File: src/rtl/instr_fetch_unit.sv
// -----------------------------------------------------------------------------
// instr_fetch_unit
//
// Fetch stage in front of the control-unit decoder. It holds the fetch PC,
// sends word fetches to instruction memory and registers each returned
// instruction for decode. Redirects from branch/jump resolution replace the
// fetch PC. A fetch that was already sent when a redirect arrives is marked
// wrong-path, and its response is discarded.
//
// Handshakes:
//   Memory request:  the request transfers on a cycle with
//                    imem_req_valid && imem_req_ready. Only one request is
//                    outstanding. A request that has not been accepted can be
//                    withdrawn or re-addressed.
//   Memory response: imem_rsp_valid marks a cycle that carries data for the
//                    outstanding request. It is ignored when no request is
//                    outstanding.
//   Decode output:   the held instruction is consumed on a cycle with
//                    if_valid && !stall. The outputs do not change while
//                    stall=1, except that a redirect flushes them.
//
// Ports:
//   clk, rst_n               clock, asynchronous active-low reset
//   imem_req_valid/addr      fetch request and its word-aligned byte address
//   imem_req_ready           memory accepts the request this cycle
//   imem_rsp_valid/data      response strobe and the fetched word
//   redirect_valid/pc        redirect the fetch stream to redirect_pc
//   stall                    decode cannot accept the held instruction
//   if_valid/instr/pc        held instruction and its address
//   if_pc_plus4              link value (if_pc + 4)
//   opcode..jidx             field slices of if_instr
//   dbg_state                current FSM state (0 = REQ, 1 = WAIT)
// -----------------------------------------------------------------------------
module instr_fetch_unit #(
    parameter logic [31:0] RESET_PC = 32'h0000_0000
) (
    input  logic        clk,
    input  logic        rst_n,
    output logic        imem_req_valid,
    output logic [31:0] imem_req_addr,
    input  logic        imem_req_ready,
    input  logic        imem_rsp_valid,
    input  logic [31:0] imem_rsp_data,
    input  logic        redirect_valid,
    input  logic [31:0] redirect_pc,
    input  logic        stall,
    output logic        if_valid,
    output logic [31:0] if_instr,
    output logic [31:0] if_pc,
    output logic [31:0] if_pc_plus4,
    output logic [5:0]  opcode,
    output logic [4:0]  rs,
    output logic [4:0]  rt,
    output logic [4:0]  rd,
    output logic [5:0]  funct,
    output logic [15:0] imm16,
    output logic [25:0] jidx,
    output logic        dbg_state
);

    typedef enum logic {
        S_REQ  = 1'b0,
        S_WAIT = 1'b1
    } state_t;

    // The reset PC is always word aligned.
    localparam logic [31:0] RESET_PC_W = {RESET_PC[31:2], 2'b00};

    state_t      state, state_nxt;
    logic [31:0] fetch_pc, fetch_pc_nxt;
    logic        drop, drop_nxt;
    logic        if_valid_nxt;
    logic [31:0] if_instr_nxt, if_pc_nxt, if_pc_plus4_nxt;

    logic        req_fire;
    logic        consume;
    logic [31:0] redirect_pc_w;
    logic        redirect_lsb_unused;

    // Redirect targets are forced to word alignment. The low bits are
    // deliberately left unused.
    assign redirect_pc_w       = {redirect_pc[31:2], 2'b00};
    assign redirect_lsb_unused = ^redirect_pc[1:0];

    // A request is offered only when the output slot is free or is being
    // drained this cycle. This keeps the single-entry output register from
    // overflowing. The request is gated off while reset is asserted.
    assign imem_req_valid = rst_n && (state == S_REQ) && (!if_valid || !stall);
    assign imem_req_addr  = fetch_pc;
    assign req_fire       = imem_req_valid && imem_req_ready;
    assign consume        = if_valid && !stall;

    always_comb begin
        state_nxt       = state;
        fetch_pc_nxt    = fetch_pc;
        drop_nxt        = drop;
        if_valid_nxt    = if_valid;
        if_instr_nxt    = if_instr;
        if_pc_nxt       = if_pc;
        if_pc_plus4_nxt = if_pc_plus4;

        if (redirect_valid) begin
            // A redirect flushes the held instruction even under stall.
            fetch_pc_nxt    = redirect_pc_w;
            if_valid_nxt    = 1'b0;
            if_instr_nxt    = '0;
            if_pc_nxt       = '0;
            if_pc_plus4_nxt = '0;
            if (state == S_WAIT) begin
                if (imem_rsp_valid) begin
                    // The old-path fetch completes in this cycle and its data
                    // is discarded, so no request is left to drop.
                    state_nxt = S_REQ;
                    drop_nxt  = 1'b0;
                end else begin
                    state_nxt = S_WAIT;
                    drop_nxt  = 1'b1;
                end
            end else if (req_fire) begin
                // The request accepted now used the old address.
                state_nxt = S_WAIT;
                drop_nxt  = 1'b1;
            end else begin
                // Nothing was accepted. The request is re-issued at the new
                // address on the next cycle.
                state_nxt = S_REQ;
            end
        end else begin
            if (consume) begin
                if_valid_nxt = 1'b0;
            end
            case (state)
                S_REQ: begin
                    if (req_fire) begin
                        state_nxt = S_WAIT;
                    end
                end
                S_WAIT: begin
                    if (imem_rsp_valid) begin
                        state_nxt = S_REQ;
                        if (drop) begin
                            // fetch_pc already holds the redirect target.
                            drop_nxt = 1'b0;
                        end else begin
                            if_valid_nxt    = 1'b1;
                            if_instr_nxt    = imem_rsp_data;
                            if_pc_nxt       = fetch_pc;
                            if_pc_plus4_nxt = fetch_pc + 32'd4;
                            fetch_pc_nxt    = fetch_pc + 32'd4;
                        end
                    end
                end
                default: begin
                    state_nxt = S_REQ;
                end
            endcase
        end
    end

    always_ff @(posedge clk or negedge rst_n) begin
        if (!rst_n) begin
            state       <= S_REQ;
            fetch_pc    <= RESET_PC_W;
            drop        <= 1'b0;
            if_valid    <= 1'b0;
            if_instr    <= '0;
            if_pc       <= '0;
            if_pc_plus4 <= '0;
        end else begin
            state       <= state_nxt;
            fetch_pc    <= fetch_pc_nxt;
            drop        <= drop_nxt;
            if_valid    <= if_valid_nxt;
            if_instr    <= if_instr_nxt;
            if_pc       <= if_pc_nxt;
            if_pc_plus4 <= if_pc_plus4_nxt;
        end
    end

    // The field outputs are plain slices of the instruction register. Decode
    // must qualify them with if_valid.
    assign opcode = if_instr[31:26];
    assign rs     = if_instr[25:21];
    assign rt     = if_instr[20:16];
    assign rd     = if_instr[15:11];
    assign funct  = if_instr[5:0];
    assign imm16  = if_instr[15:0];
    assign jidx   = if_instr[25:0];

    assign dbg_state = state;

endmodule

File: config.mk
export PLATFORM = sky130hd
export DESIGN_NAME = instr_fetch_unit
export DESIGN_NICKNAME = d
export VERILOG_FILES = /design/src/rtl/instr_fetch_unit.sv
export SDC_FILE = /design/constraint.sdc
export NUM_CORES = 1
export LEC_CHECK = 0
export ABC_AREA = 1
export CORE_UTILIZATION = 45
export CTS_BUF_LIST = sky130_fd_sc_hd__clkbuf_4 sky130_fd_sc_hd__clkbuf_8
export CTS_CLUSTER_SIZE = 40
export DETAILED_ROUTE_END_ITERATION = 6
export DONT_BUFFER_PORTS = 1
export SETUP_SLACK_MARGIN = 0.2
export SYNTH_ARGS = -nofsm -noshare
export SYNTH_HDL_FRONTEND = slang
export SYNTH_SLANG_ARGS = --single-unit
File: constraint.sdc
create_clock -name clk -period 1.6 [get_ports clk]
set_input_delay 0.32 -clock clk [delete_from_list [all_inputs] [get_ports clk]]
set_output_delay 0.32 -clock clk [all_outputs]
set_load 0.01 [all_outputs]
; ---- Yosys cells after proc, flatten, opt, wreduce, memory -nomap -nowiden
; Index checks and enable logic that the tools add are counted.
[classes]
magnitude_cmp = 0
eq_ne = 1
n_reduce_logical = 12
shift = 0
mux = 28
mul = 0
n_bitwise = 1
add_sub_neg = 1
div_mod_pow = 0
[ops]
columns = operator, n
row1 = two-way mux 32 bit, 13
row2 = "adder 32 x 3 -> 32 bit, second input constant", 1
row3 = two-way mux 1 bit, 14
row4 = AND reduction 3 bit, 2
row5 = nonzero test 2 bit, 3
row6 = logical AND 1 bit, 4
row7 = logical NOT 1 bit, 2
row8 = "inequality test 2 bit, second input constant", 1
row9 = one-hot mux 1 bit (2 select lines), 1
row10 = logical OR 1 bit, 1
row11 = inverter 1 bit, 1
[totals]
latchBits = 0
word_cells = 50
n_memories = 0
in_bits = 70
ram_bits = 0
rom_bits = 0
regBits = 131

; ---- Longest topological paths before layout
[depth]
ltp_word = 7
depth_mapped = 9
depth_no_buf = 9

; ---- Least setup slack after synthesis
; Ideal clock, no wire load.
[synth_path]
kind = reg2reg
startpoint = reg fetch_pc[3] (netlist: imem_req_addr[3])
endpoint = reg if_pc_plus4[22]
period_less_slack_ns = 1.426
path_stages_with_launch = 9
path_buffers = 0
arrival_ns = 1.307
t_required_ns = 1.481
setup_slack_ns = 0.174
path_cell_list = dfrtp_1 > ha_1 > nand2_2 > nor2_4 > nand2_4 > nor2_4 > nand3_1 > nand3_1 > nand2_1
[synth_between]
elab_chain_cells = 5
[synth_rtl]
columns = item, line
row1 = from (decl), 70  ; logic [31:0] fetch_pc, fetch_pc_nxt;
row2 = from (signal assigned), 171  ; fetch_pc <= fetch_pc_nxt;
row3 = adder 32 x 3 -> 32 bit, 148  ; if_pc_plus4_nxt = fetch_pc + 32'd4;
row4 = two-way mux 32 bit, 141  ; if (drop) begin
row5 = two-way mux 32 bit, 139  ; if (imem_rsp_valid) begin
row6 = two-way mux 32 bit, 132  ; case (state)
row7 = two-way mux 32 bit, 102  ; if (redirect_valid) begin
row8 = to (signal assigned), 176  ; if_pc_plus4 <= if_pc_plus4_nxt;
row9 = to (decl), 50  ; output logic [31:0] if_pc_plus4,
; No other way between the ends. The select of a mux whose other input is x is not followed.
; A chain may end at the register's enable or synchronous reset.

; ---- Final worst setup path
[layout_path]
startpoint = reg fetch_pc[2] (netlist: imem_req_addr[2])
endpoint = reg fetch_pc[15] (netlist: imem_req_addr[15])
[layout_between]
elab_chain_cells = 5
[layout_rtl]
columns = item, line
row1 = adder 32 x 3 -> 32 bit, 149  ; fetch_pc_nxt = fetch_pc + 32'd4;
row2 = two-way mux 32 bit, 141
row3 = two-way mux 32 bit, 139
row4 = two-way mux 32 bit, 132
row5 = two-way mux 32 bit, 102
; No other way between the ends. The select of a mux whose other input is x is not followed.

==> flow_summary.ini <==
[cts]
numCtsBuffers = 17
cts_tree = done
cts.sinks = 126
cts.htree.levels = 4
clock-root-buffer = clkbuf_8
clk_latency_ns = 0.44
clock_path_buffers = 2
clkTransAtPathRegs_ns = 0.08

[min_path]
min_path_type = in -> async

[setup_path]
arrival_ns = 1.88
cp_top_family = simple AND/OR/NAND/NOR gates
cp.required_ns = 1.92
reg2reg_slack_ns = 0.05
crit_path_end_kind = register
path_class = reg -> reg
cp_slowest_cell = dfrtp_2
crit_fanout = 5
rr_endpoint = imem_req_addr[15]
crit_path_start_kind = register
max_stage_delay_ns = 0.42
critical_path.cell_chain = buf_6 > clkinvlp_4 > nor2_8 > nand2_4 > nor2_4 > nand2_1 > nand3_2 > nand3_1
r2r_start = imem_req_addr[2]
cp_num_buf_inv = 2
reg2reg_depth = 8

[timing]
period_needed_ns = 1.55
fmax_mhz = 644
slew_viol_final = 0
setup_tns_ns = 0
clock-skew-final_ns = 0.0133
setup_viol = 0
whs_ns = -0.424
grt_setup_unrepaired = yes
fin_crit_sh = 0.971
hold_violations = 126
slew_headroom = 0.570
worst_pin_slew_ns = 0.643

[drt]
drt_iter0_drc = 386
vias_per_cell = 5.38
vias = 4894
routedWlPerCell_um = 19.8
first_pass_iters = 4
ant_nets = 0
drt-total-wl_um = 18000
drc_errors = 0

[power]
powerDensity_nw_per_um2 = 1090
p_leak_nw = 3.61
peakVddDrop_v = 0.000551

[status]
status = finished, violations left
violations = negative hold slack

[synthesis]
yosysUniqueCellTypes = 28
synthArstFlopShare = 1.00
avgSynthCellArea_um2 = 8.69
synthTopCellsByArea = dfrtp_1 (51%), nand2_1 (14%), buf_4 (9.3%)
netlist_area_um2 = 6190
synth_top_area_share = 0.509
synth.most_common_cell = nand2_1
synthesis.yosys.warnings = 0
synth_seq_area_share = 0.509
synth_edf_count = 0
synth_commonest_cells = nand2_1 (231), dfrtp_1 (126), buf_4 (77)
ys_seq_elements = 126
yosys.area.top_type = dfrtp_1
synth_flop_cell = dfrtp_1
synthCells = 713

[floorplan]
die_area_um2 = 14200
die_h_um = 119
initial_core_util = 0.464
coreArea_um2 = 13300
ios = 270
die_x_um = 119
fp-row-count = 42

[placement]
placed_area_um2 = 6020
gp_congestion = 0.896
port_buffers = 0
dp_hpwl_um = 11500

[final_layout]
syn_to_final_growth_pct = 19.9
final_area_um2 = 7430
fillerInstances = 1233
diodes = 0
layout-drive-gt1-share = 0.271
nNetsFinal = 792

[global_route]
grt-ovfl-total = 0
antenna_found_initial = 0
grt_max_degree = 128
grt_use_met2 = 0.418
grt_use_met3 = 0.0862
grt_first_pass_wirelength_um = 26200
grtUsageTotal = 0.241
top_usage_layer = met2
first_global_vias = 4852
grtUsageMet1 = 0.273

[flow_run]
drv_cap = 0
-- how the worst max path moves through the flow --
| stage | startpoint | end | slack [ns] | depth (start not counted) |
|---|---|---|---|---|
| global placement | imem_req_addr[3] | imem_req_addr[16] | 0.07 | 8 |
| floorplan | imem_req_addr[3] | if_pc_plus4[22] | 0.23 | 8 |
| finish | imem_req_addr[2] | imem_req_addr[15] | 0.05 | 8 |
| detailed placement | imem_req_addr[2] | imem_req_addr[20] | 0.03 | 8 |
| CTS | imem_req_addr[2] | if_pc_plus4[20] | 0.06 | 8 |
| global route | imem_req_addr[2] | imem_req_addr[23] | -0.02 | 9 |
-- report_power, final --
group,total [W],switching (W),internal [W]
clock network,0.00335,0.00127,0.00208
registers,0.00370,0.000319,0.00338
logic,0.00108,0.000611,0.000465
total,0.00813,0.00220,0.00593
-- per-layer routing --
metal  part of all wire  up-vias
li1                   -     2227
met1               0.39     2398
met2               0.51      245
met3              0.085       24
met4              0.017        0
met5                  0        -
-- kinds of logic after synthesis --
kind of cell	share of synthesized area
AND/OR/NAND/NOR	0.240
flip-flops	0.509
AO/OA/AOI/OAI	0.0953
other	0.000605
buffers and inverters	0.147
adder cells (fa/ha/maj)	0.00202
XOR/XNOR	0.00566
-- area by class of cell --
class / instances / area (µm²) / area share
multi-input combinational: 434 / 2420 / 0.326
tap: 176 / 220 / 0.0296
clock buffer: 23 / 310 / 0.0418
inverter: 55 / 213 / 0.0286
sequential: 126 / 3180 / 0.428
timing repair buffer: 87 / 903 / 0.122
clock inverter: 9 / 179 / 0.0241
-- state kept, by name, indices dropped and copies added, names as in the netlist --
signal and cells:
dbg_state 1, drop 1, if_instr 32, if_pc 31
if_pc_plus4 30, if_valid 1, imem_req_addr 30
-- cell usage in the layout, fill, tap and decap left out, types with 2 or more instances in the layout --
| master | Yosys | routed |
|---|---|---|
| a21oi_1 | 2 | 2 |
| a22o_1 | 36 | 36 |
| and2_1 | 2 | 2 |
| buf_12 | 0 | 4 |
| buf_4 | 77 | 36 |
| buf_6 | 4 | 18 |
| bufinv_16 | 0 | 5 |
| clkbuf_16 | 0 | 4 |
| clkbuf_8 | 0 | 22 |
| clkinvlp_4 | 0 | 3 |
| conb_1 | 1 | 2 |
| dfrtp_1 | 126 | 107 |
| dfrtp_2 | 0 | 19 |
| dlygate4sd3_1 | 0 | 25 |
| inv_1 | 51 | 50 |
| inv_2 | 4 | 3 |
| nand2_1 | 231 | 219 |
| nand2_2 | 5 | 16 |
| nand2_4 | 4 | 4 |
| nand3_1 | 48 | 19 |
| nand3_2 | 4 | 31 |
| nand3_4 | 0 | 2 |
| nor2_1 | 29 | 20 |
| nor2_2 | 6 | 8 |
| nor2_4 | 7 | 14 |
| o211ai_1 | 4 | 4 |
| o21ai_0 | 44 | 41 |
| o21ai_1 | 3 | 4 |
| xor2_1 | 3 | 3 |
-- worst reg2reg max path, delay by kind of cell (launching register included) --
kind	cells	cell delay (ns)
buffers and inverters	2	0.24
flip-flops	1	0.42
AND/OR/NAND/NOR	6	0.76
-- metrics by stage --
stage	worst slack [ns]	instances	total power, W	util
2_1_floorplan	0.227	714	0.00432	-
3_3_place_gp	0.0691	825	0.00452	0.451
3_5_place_dp	0.0297	825	0.00455	0.451
4_1_cts	0.0569	890	0.00802	0.520
5_1_grt	-0.0220	910	0.00844	0.556
6_report	0.0468	910	0.00813	0.556
-- timing repair --
action	4_1_cts	5_1_grt
pin swaps	20	30
cloned	0	4
gates resized for setup	36	72
hold buffers	21	4
setup buffers	12	12
setup endpoints to repair	62	113
endpoints found under the hold margin	149	130
No activity file was read; power rests on OpenSTA's default activity.
